<file path="config.mk">
export PLATFORM = sky130hd
export DESIGN_NAME = waveform_reader
export DESIGN_NICKNAME = d
export VERILOG_FILES = /design/src/rtl/waveform_reader.sv
export SDC_FILE = /design/constraint.sdc
export NUM_CORES = 1
export LEC_CHECK = 0
export CAP_MARGIN = 20
export CORE_ASPECT_RATIO = 1.75
export CORE_MARGIN = 2
export CORE_UTILIZATION = 52
export DETAILED_ROUTE_END_ITERATION = 10
export PLACE_DENSITY = 0.84
export SYNTH_ARGS = -nofsm -noshare
export SYNTH_HDL_FRONTEND = slang
export SYNTH_SLANG_ARGS = --single-unit
</file>
<file path="constraint.sdc">
create_clock -name clk -period 2.41 [get_ports clk]
set_input_delay 0.241 -clock clk [delete_from_list [all_inputs] [get_ports clk]]
set_output_delay 0.241 -clock clk [all_outputs]
set_load 0.01 [all_outputs]
</file>
<file path="src/rtl/waveform_reader.sv">
// Streams one frame of DEPTH samples from a synchronous-read RAM to a ready/valid consumer,
// one beat at a time, and publishes the unsigned min/max of each completed frame.
module waveform_reader #(
  parameter int DEPTH  = 200,
  parameter int DATA_W = 8,
  parameter int ADDR_W = 8
) (
  input  logic              clk,
  input  logic              reset,
  input  logic              read_start,
  output logic              ram_rd_en,
  output logic [ADDR_W-1:0] ram_rd_addr,
  input  logic [DATA_W-1:0] ram_rd_data,
  output logic [DATA_W-1:0] out_data,
  output logic              out_valid,
  input  logic              out_ready,
  output logic              out_last,
  output logic              busy,
  output logic [DATA_W-1:0] wave_min,
  output logic [DATA_W-1:0] wave_max,
  output logic              stats_valid
);

  localparam logic [ADDR_W-1:0] LAST_IDX = ADDR_W'(DEPTH - 1);

  typedef enum logic [2:0] {S_IDLE, S_FETCH, S_CAPTURE, S_SEND, S_DONE} state_t;

  state_t              r_state, w_next;
  logic                r_sync1, r_sync2, r_sync3;
  logic [ADDR_W-1:0]   r_index;
  logic [DATA_W-1:0]   r_acc_min, r_acc_max;
  logic                w_start, w_xfer, w_at_last;

  // read_start crosses in from another domain; the third flop turns it into a rising-edge pulse
  always_ff @(posedge clk or posedge reset) begin
    if (reset) begin
      r_sync1 <= 1'b0;
      r_sync2 <= 1'b0;
      r_sync3 <= 1'b0;
    end else begin
      r_sync1 <= read_start;
      r_sync2 <= r_sync1;
      r_sync3 <= r_sync2;
    end
  end

  assign w_start   = r_sync2 & ~r_sync3;
  assign w_at_last = (r_index == LAST_IDX);
  assign w_xfer    = (r_state == S_SEND) & out_ready;

  always_ff @(posedge clk or posedge reset) begin
    if (reset) r_state <= S_IDLE;
    else       r_state <= w_next;
  end

  always_comb begin
    w_next      = r_state;
    ram_rd_en   = 1'b0;
    out_valid   = 1'b0;
    out_last    = 1'b0;
    busy        = 1'b1;
    stats_valid = 1'b0;
    case (r_state)
      S_IDLE: begin
        busy = 1'b0;
        if (w_start) w_next = S_FETCH;
      end
      S_FETCH: begin
        ram_rd_en = 1'b1;
        w_next    = S_CAPTURE;
      end
      S_CAPTURE: w_next = S_SEND;
      S_SEND: begin
        out_valid = 1'b1;
        out_last  = w_at_last;
        if (w_xfer) w_next = w_at_last ? S_DONE : S_FETCH;
      end
      S_DONE: begin
        stats_valid = 1'b1;
        w_next      = S_IDLE;
      end
      default: w_next = S_IDLE;
    endcase
  end

  assign ram_rd_addr = r_index;

  // Sample 0 seeds both accumulators so stale values from an earlier frame never leak in
  always_ff @(posedge clk or posedge reset) begin
    if (reset) begin
      r_index   <= '0;
      out_data  <= '0;
      r_acc_min <= '0;
      r_acc_max <= '0;
      wave_min  <= '0;
      wave_max  <= '0;
    end else begin
      case (r_state)
        S_IDLE: if (w_start) r_index <= '0;
        S_CAPTURE: begin
          out_data <= ram_rd_data;
          if (r_index == '0) begin
            r_acc_min <= ram_rd_data;
            r_acc_max <= ram_rd_data;
          end else begin
            if (ram_rd_data < r_acc_min) r_acc_min <= ram_rd_data;
            if (ram_rd_data > r_acc_max) r_acc_max <= ram_rd_data;
          end
        end
        S_SEND: if (w_xfer && !w_at_last) r_index <= r_index + ADDR_W'(1);
        S_DONE: begin
          wave_min <= r_acc_min;
          wave_max <= r_acc_max;
        end
        default: ;
      endcase
    end
  end

endmodule

</file>
==> impl_metrics.xml <==
<?xml version="1.0" encoding="UTF-8"?>
<metrics>
  <group name="layout">
    <metric name="antenna_cells" unit="">0</metric>
    <metric name="syn_to_final_growth" unit="%">26.9</metric>
    <metric name="postLayoutCellArea" unit="um^2">3420</metric>
    <metric name="final_nets" unit="">340</metric>
    <metric name="final_layout_size_suffix_gt1_share" unit="%">16.3</metric>
    <metric name="fill_cells" unit="">398</metric>
    <metric name="postLayoutCoreUtil" unit="%">68.6</metric>
  </group>
  <group name="flow_run">
    <metric name="max_cap_viol_count" unit="">0</metric>
  </group>
  <group name="synthesis">
    <metric name="ys.warnings.count" unit="">0</metric>
    <metric name="post-synth-top-count-cell" unit="">sky130_fd_sc_hd__dfrtp_1</metric>
    <metric name="asyncSetResetFlopFracSynth" unit="%">100</metric>
    <metric name="synth_fp_nets" unit="">279</metric>
    <metric name="synth_ff_type" unit="">sky130_fd_sc_hd__dfrtp_1</metric>
    <metric name="synthesized_instance_count" unit="">250</metric>
    <metric name="synth_top_cells_by_count" unit="">54 x sky130_fd_sc_hd__dfrtp_1, 35 x sky130_fd_sc_hd__nand2_1, 24 x sky130_fd_sc_hd__mux2_2</metric>
    <metric name="synth_enable_flop_cells" unit="">0</metric>
    <metric name="synth.cell_area" unit="um^2">2690</metric>
    <metric name="number_of_storage_elements_in_the_synthesis_netlist" unit="">54</metric>
    <metric name="synth.lib_cells_used.distinct" unit="">38</metric>
    <metric name="synth_largest_type_area_fraction" unit="%">50.2</metric>
    <metric name="post-synth-top-area-cell" unit="">sky130_fd_sc_hd__dfrtp_1</metric>
    <metric name="synth_seq_area_share" unit="%">50.2</metric>
    <metric name="syn-mean-instance-area" unit="um^2">10.8</metric>
    <metric name="synth.top_cells.by_area" unit="">sky130_fd_sc_hd__dfrtp_1 50%, sky130_fd_sc_hd__mux2_2 10%, sky130_fd_sc_hd__ha_1 7.9%, sky130_fd_sc_hd__nand2_1 4.9%, sky130_fd_sc_hd__inv_1 3.1%</metric>
  </group>
  <group name="clocking">
    <metric name="h-tree-depth" unit="">2</metric>
    <metric name="post_cts.repair.setup_buffers" unit="">0</metric>
    <metric name="holdBufCountCts" unit="">0</metric>
    <metric name="clock_sinks" unit="">54</metric>
    <metric name="ctsResizeCount" unit="">0</metric>
    <metric name="cts_root_buf" unit="">sky130_fd_sc_hd__clkbuf_8</metric>
    <metric name="tritoncts" unit="">done</metric>
    <metric name="tritoncts.num_buffers" unit="">5</metric>
    <metric name="path_clk_slew" unit="ps">90</metric>
    <metric name="clkLatencyLatePin" unit="ps">310</metric>
    <metric name="cts_max_path_buffers" unit="">2</metric>
  </group>
  <group name="place">
    <metric name="placement.setup.worst_slack" unit="ps">55.9</metric>
    <metric name="place.port_buffers" unit="">48</metric>
    <metric name="place.gp.congestion" unit="">0.800</metric>
    <metric name="dpl.hpwl" unit="um">4440</metric>
    <metric name="placed_area" unit="um^2">3300</metric>
  </group>
  <group name="floorplanning">
    <metric name="num_io_pins" unit="">49</metric>
    <metric name="floorplan.initialDensity" unit="%">54.1</metric>
    <metric name="design.core.area" unit="um^2">4980</metric>
    <metric name="die_area" unit="um^2">5790</metric>
    <metric name="floorplan.die.height" unit="um">99.2</metric>
    <metric name="rows" unit="">34</metric>
    <metric name="die_w" unit="um">58.4</metric>
  </group>
  <group name="setup_path">
    <metric name="r2r_start" unit="">ram_rd_addr[0]</metric>
    <metric name="crit_required" unit="ps">2170</metric>
    <metric name="reg2reg_to" unit="">ram_rd_addr[4]</metric>
    <metric name="worst_setup_path_startpoint" unit="">ram_rd_addr[0]</metric>
    <metric name="arrival" unit="ps">2000</metric>
    <metric name="cp_max_fo" unit="">6</metric>
    <metric name="cp-endpoint" unit="">out_last</metric>
    <metric name="critical_path.endpoint_type" unit="">output pin</metric>
    <metric name="worst-setup-path-type" unit="">flip-flop to output pin</metric>
    <metric name="r2r_setup_slack" unit="ps">310</metric>
    <metric name="worst_setup_sp_type" unit="">flip-flop</metric>
    <metric name="r2r_cells" unit="">6</metric>
  </group>
  <group name="grt">
    <metric name="grt_antenna_before_repair" unit="">0</metric>
    <metric name="grt_pass1_wl" unit="um">9920</metric>
    <metric name="via_count_of_the_first_global_routing_pass" unit="">2150</metric>
    <metric name="grt_start_max_net_pins" unit="">33</metric>
    <metric name="overflow" unit="">0</metric>
    <metric name="grt.total_usage" unit="%">22.2</metric>
  </group>
  <group name="timing">
    <metric name="hold_violations" unit="">0</metric>
    <metric name="final-max-slew-violation-count" unit="">0</metric>
    <metric name="fin_worst_hold_slack" unit="ps">272</metric>
    <metric name="rsz_0062_raised_after_global_routing" unit="">false</metric>
    <metric name="setup_total_negative_slack" unit="ps">0</metric>
    <metric name="fin_crit_sh" unit="%">92.9</metric>
    <metric name="timing_worst_slew_pin_value" unit="ps">497</metric>
    <metric name="finalSetupViolations" unit="">0</metric>
    <metric name="skew" unit="ps">6.14</metric>
    <metric name="period_minus_ws_final" unit="ps">2240</metric>
    <metric name="finalWorstSetupSlack" unit="ps">172</metric>
    <metric name="fmax_achieved" unit="MHz">447</metric>
    <metric name="relSlewSlack" unit="%">66.8</metric>
  </group>
  <group name="worst_hold_path">
    <metric name="worst_hold_path_type" unit="">input pin to asynchronous set/reset pin</metric>
  </group>
  <group name="route">
    <metric name="via_per_inst" unit="">5.73</metric>
    <metric name="route.vias.total" unit="">2097</metric>
    <metric name="totalWireLength" unit="um">5830</metric>
    <metric name="drt_drc_violations_left" unit="">0</metric>
    <metric name="detail-route-antenna-nets" unit="">0</metric>
    <metric name="routed_wire_length_per_instance" unit="um">15.9</metric>
    <metric name="firstDrtPassIters" unit="">4</metric>
    <metric name="drt_first_iter_violations" unit="">73</metric>
  </group>
  <group name="run_status">
    <metric name="outcome" unit="">finished clean</metric>
  </group>
  <group name="pwr">
    <metric name="total_leakage_power" unit="nW">1.62</metric>
    <metric name="vdd_drop_max" unit="uV">739</metric>
    <metric name="p_per_area" unit="nW/um^2">1060</metric>
  </group>
</metrics>
==> how the worst min path moves through the flow <==
| stage | end | slack, ps | cells past startpoint |
|---|---|---|---|
| after floorplan | r_sync1 | 270 | 0 |
| after global routing | out_data[1] | 330 | 2 |
| after detailed placement | r_sync2 | 340 | 0 |
| final | out_data[7] | 270 | 2 |
| after CTS | r_acc_max[3] | 290 | 2 |
| after global placement | r_sync2 | 340 | 0 |
==> sequential cells by signal (all words and copies together), names as in the netlist <==
register and cells:
ram_rd_addr 8, out_data 8, r_state 3, r_sync1 1, r_sync3 1, wave_max 8, wave_min 8, r_acc_min 8
r_sync2 1, r_acc_max 8
==> where the power goes <==
| part | leakage (nW) | total, mW | internal [mW] | switching (mW) |
|---|---|---|---|---|
| combinational | 0.893 | 1.56 | 0.813 | 0.746 |
| sequential | 0.674 | 1.48 | 1.19 | 0.286 |
| clock | 0.0524 | 0.600 | 0.311 | 0.289 |
==> critical path, cell delays in order, from the launching register on <==
cell and delay (ps):
sky130_fd_sc_hd__dfrtp_1 430, sky130_fd_sc_hd__ha_1 190, sky130_fd_sc_hd__and2_1 220, sky130_fd_sc_hd__nand3_1 150
sky130_fd_sc_hd__nor2_1 140, sky130_fd_sc_hd__clkdlybuf4s50_1 550
==> kinds of logic after synthesis <==
family	after synthesis	share of synthesized area, %
buffers and inverters	29	4.79
XOR/XNOR	2	0.651
AO/OA/AOI/OAI	48	12.0
flip-flops	54	50.2
adder cells (fa/ha/maj)	17	7.90
AND/OR/NAND/NOR	76	14.5
multiplexers	24	10.0
==> metrics by stage <==
stage	total power, mW	cells
after floorplan	2.37	250
after global placement	2.97	358
after detailed placement	3.04	358
after CTS	3.65	366
after global routing	3.92	366
final	3.64	366
==> layout make-up <==
type | count | area, um^2 | area share (%)
clock buffer | 7 | 76.3 | 2.23
inverter | 22 | 82.6 | 2.42
clock inverter | 1 | 30.0 | 0.879
tap | 54 | 67.6 | 1.98
timing repair buffer | 61 | 591 | 17.3
sequential | 54 | 1350 | 39.6
multi-input combinational | 167 | 1220 | 35.6
==> layout by cell type, fill, tap and decap left out, types with 6 or more instances in the layout <==
| cell | netlist | layout |
|---|---|---|
| sky130_fd_sc_hd__dfrtp_1 | 54 | 54 |
| sky130_fd_sc_hd__clkdlybuf4s50_1 | 0 | 48 |
| sky130_fd_sc_hd__nand2_1 | 35 | 35 |
| sky130_fd_sc_hd__mux2_2 | 24 | 24 |
| sky130_fd_sc_hd__inv_1 | 22 | 21 |
| sky130_fd_sc_hd__ha_1 | 17 | 17 |
| sky130_fd_sc_hd__a21oi_1 | 12 | 12 |
| sky130_fd_sc_hd__buf_4 | 1 | 12 |
| sky130_fd_sc_hd__o21ai_0 | 10 | 10 |
| sky130_fd_sc_hd__nor2_1 | 8 | 8 |
| sky130_fd_sc_hd__nand3_1 | 6 | 6 |
==> per-layer routing <==
metal  vias up  GRT usage (%)  wire length, um
met5         -              0                0
met4         0           8.94              126
met3         9           3.64              216
met2        43           39.9             3280
met1      1049           25.2             2200
li1        996              -                -
No activity file was read; power rests on OpenSTA's default activity.
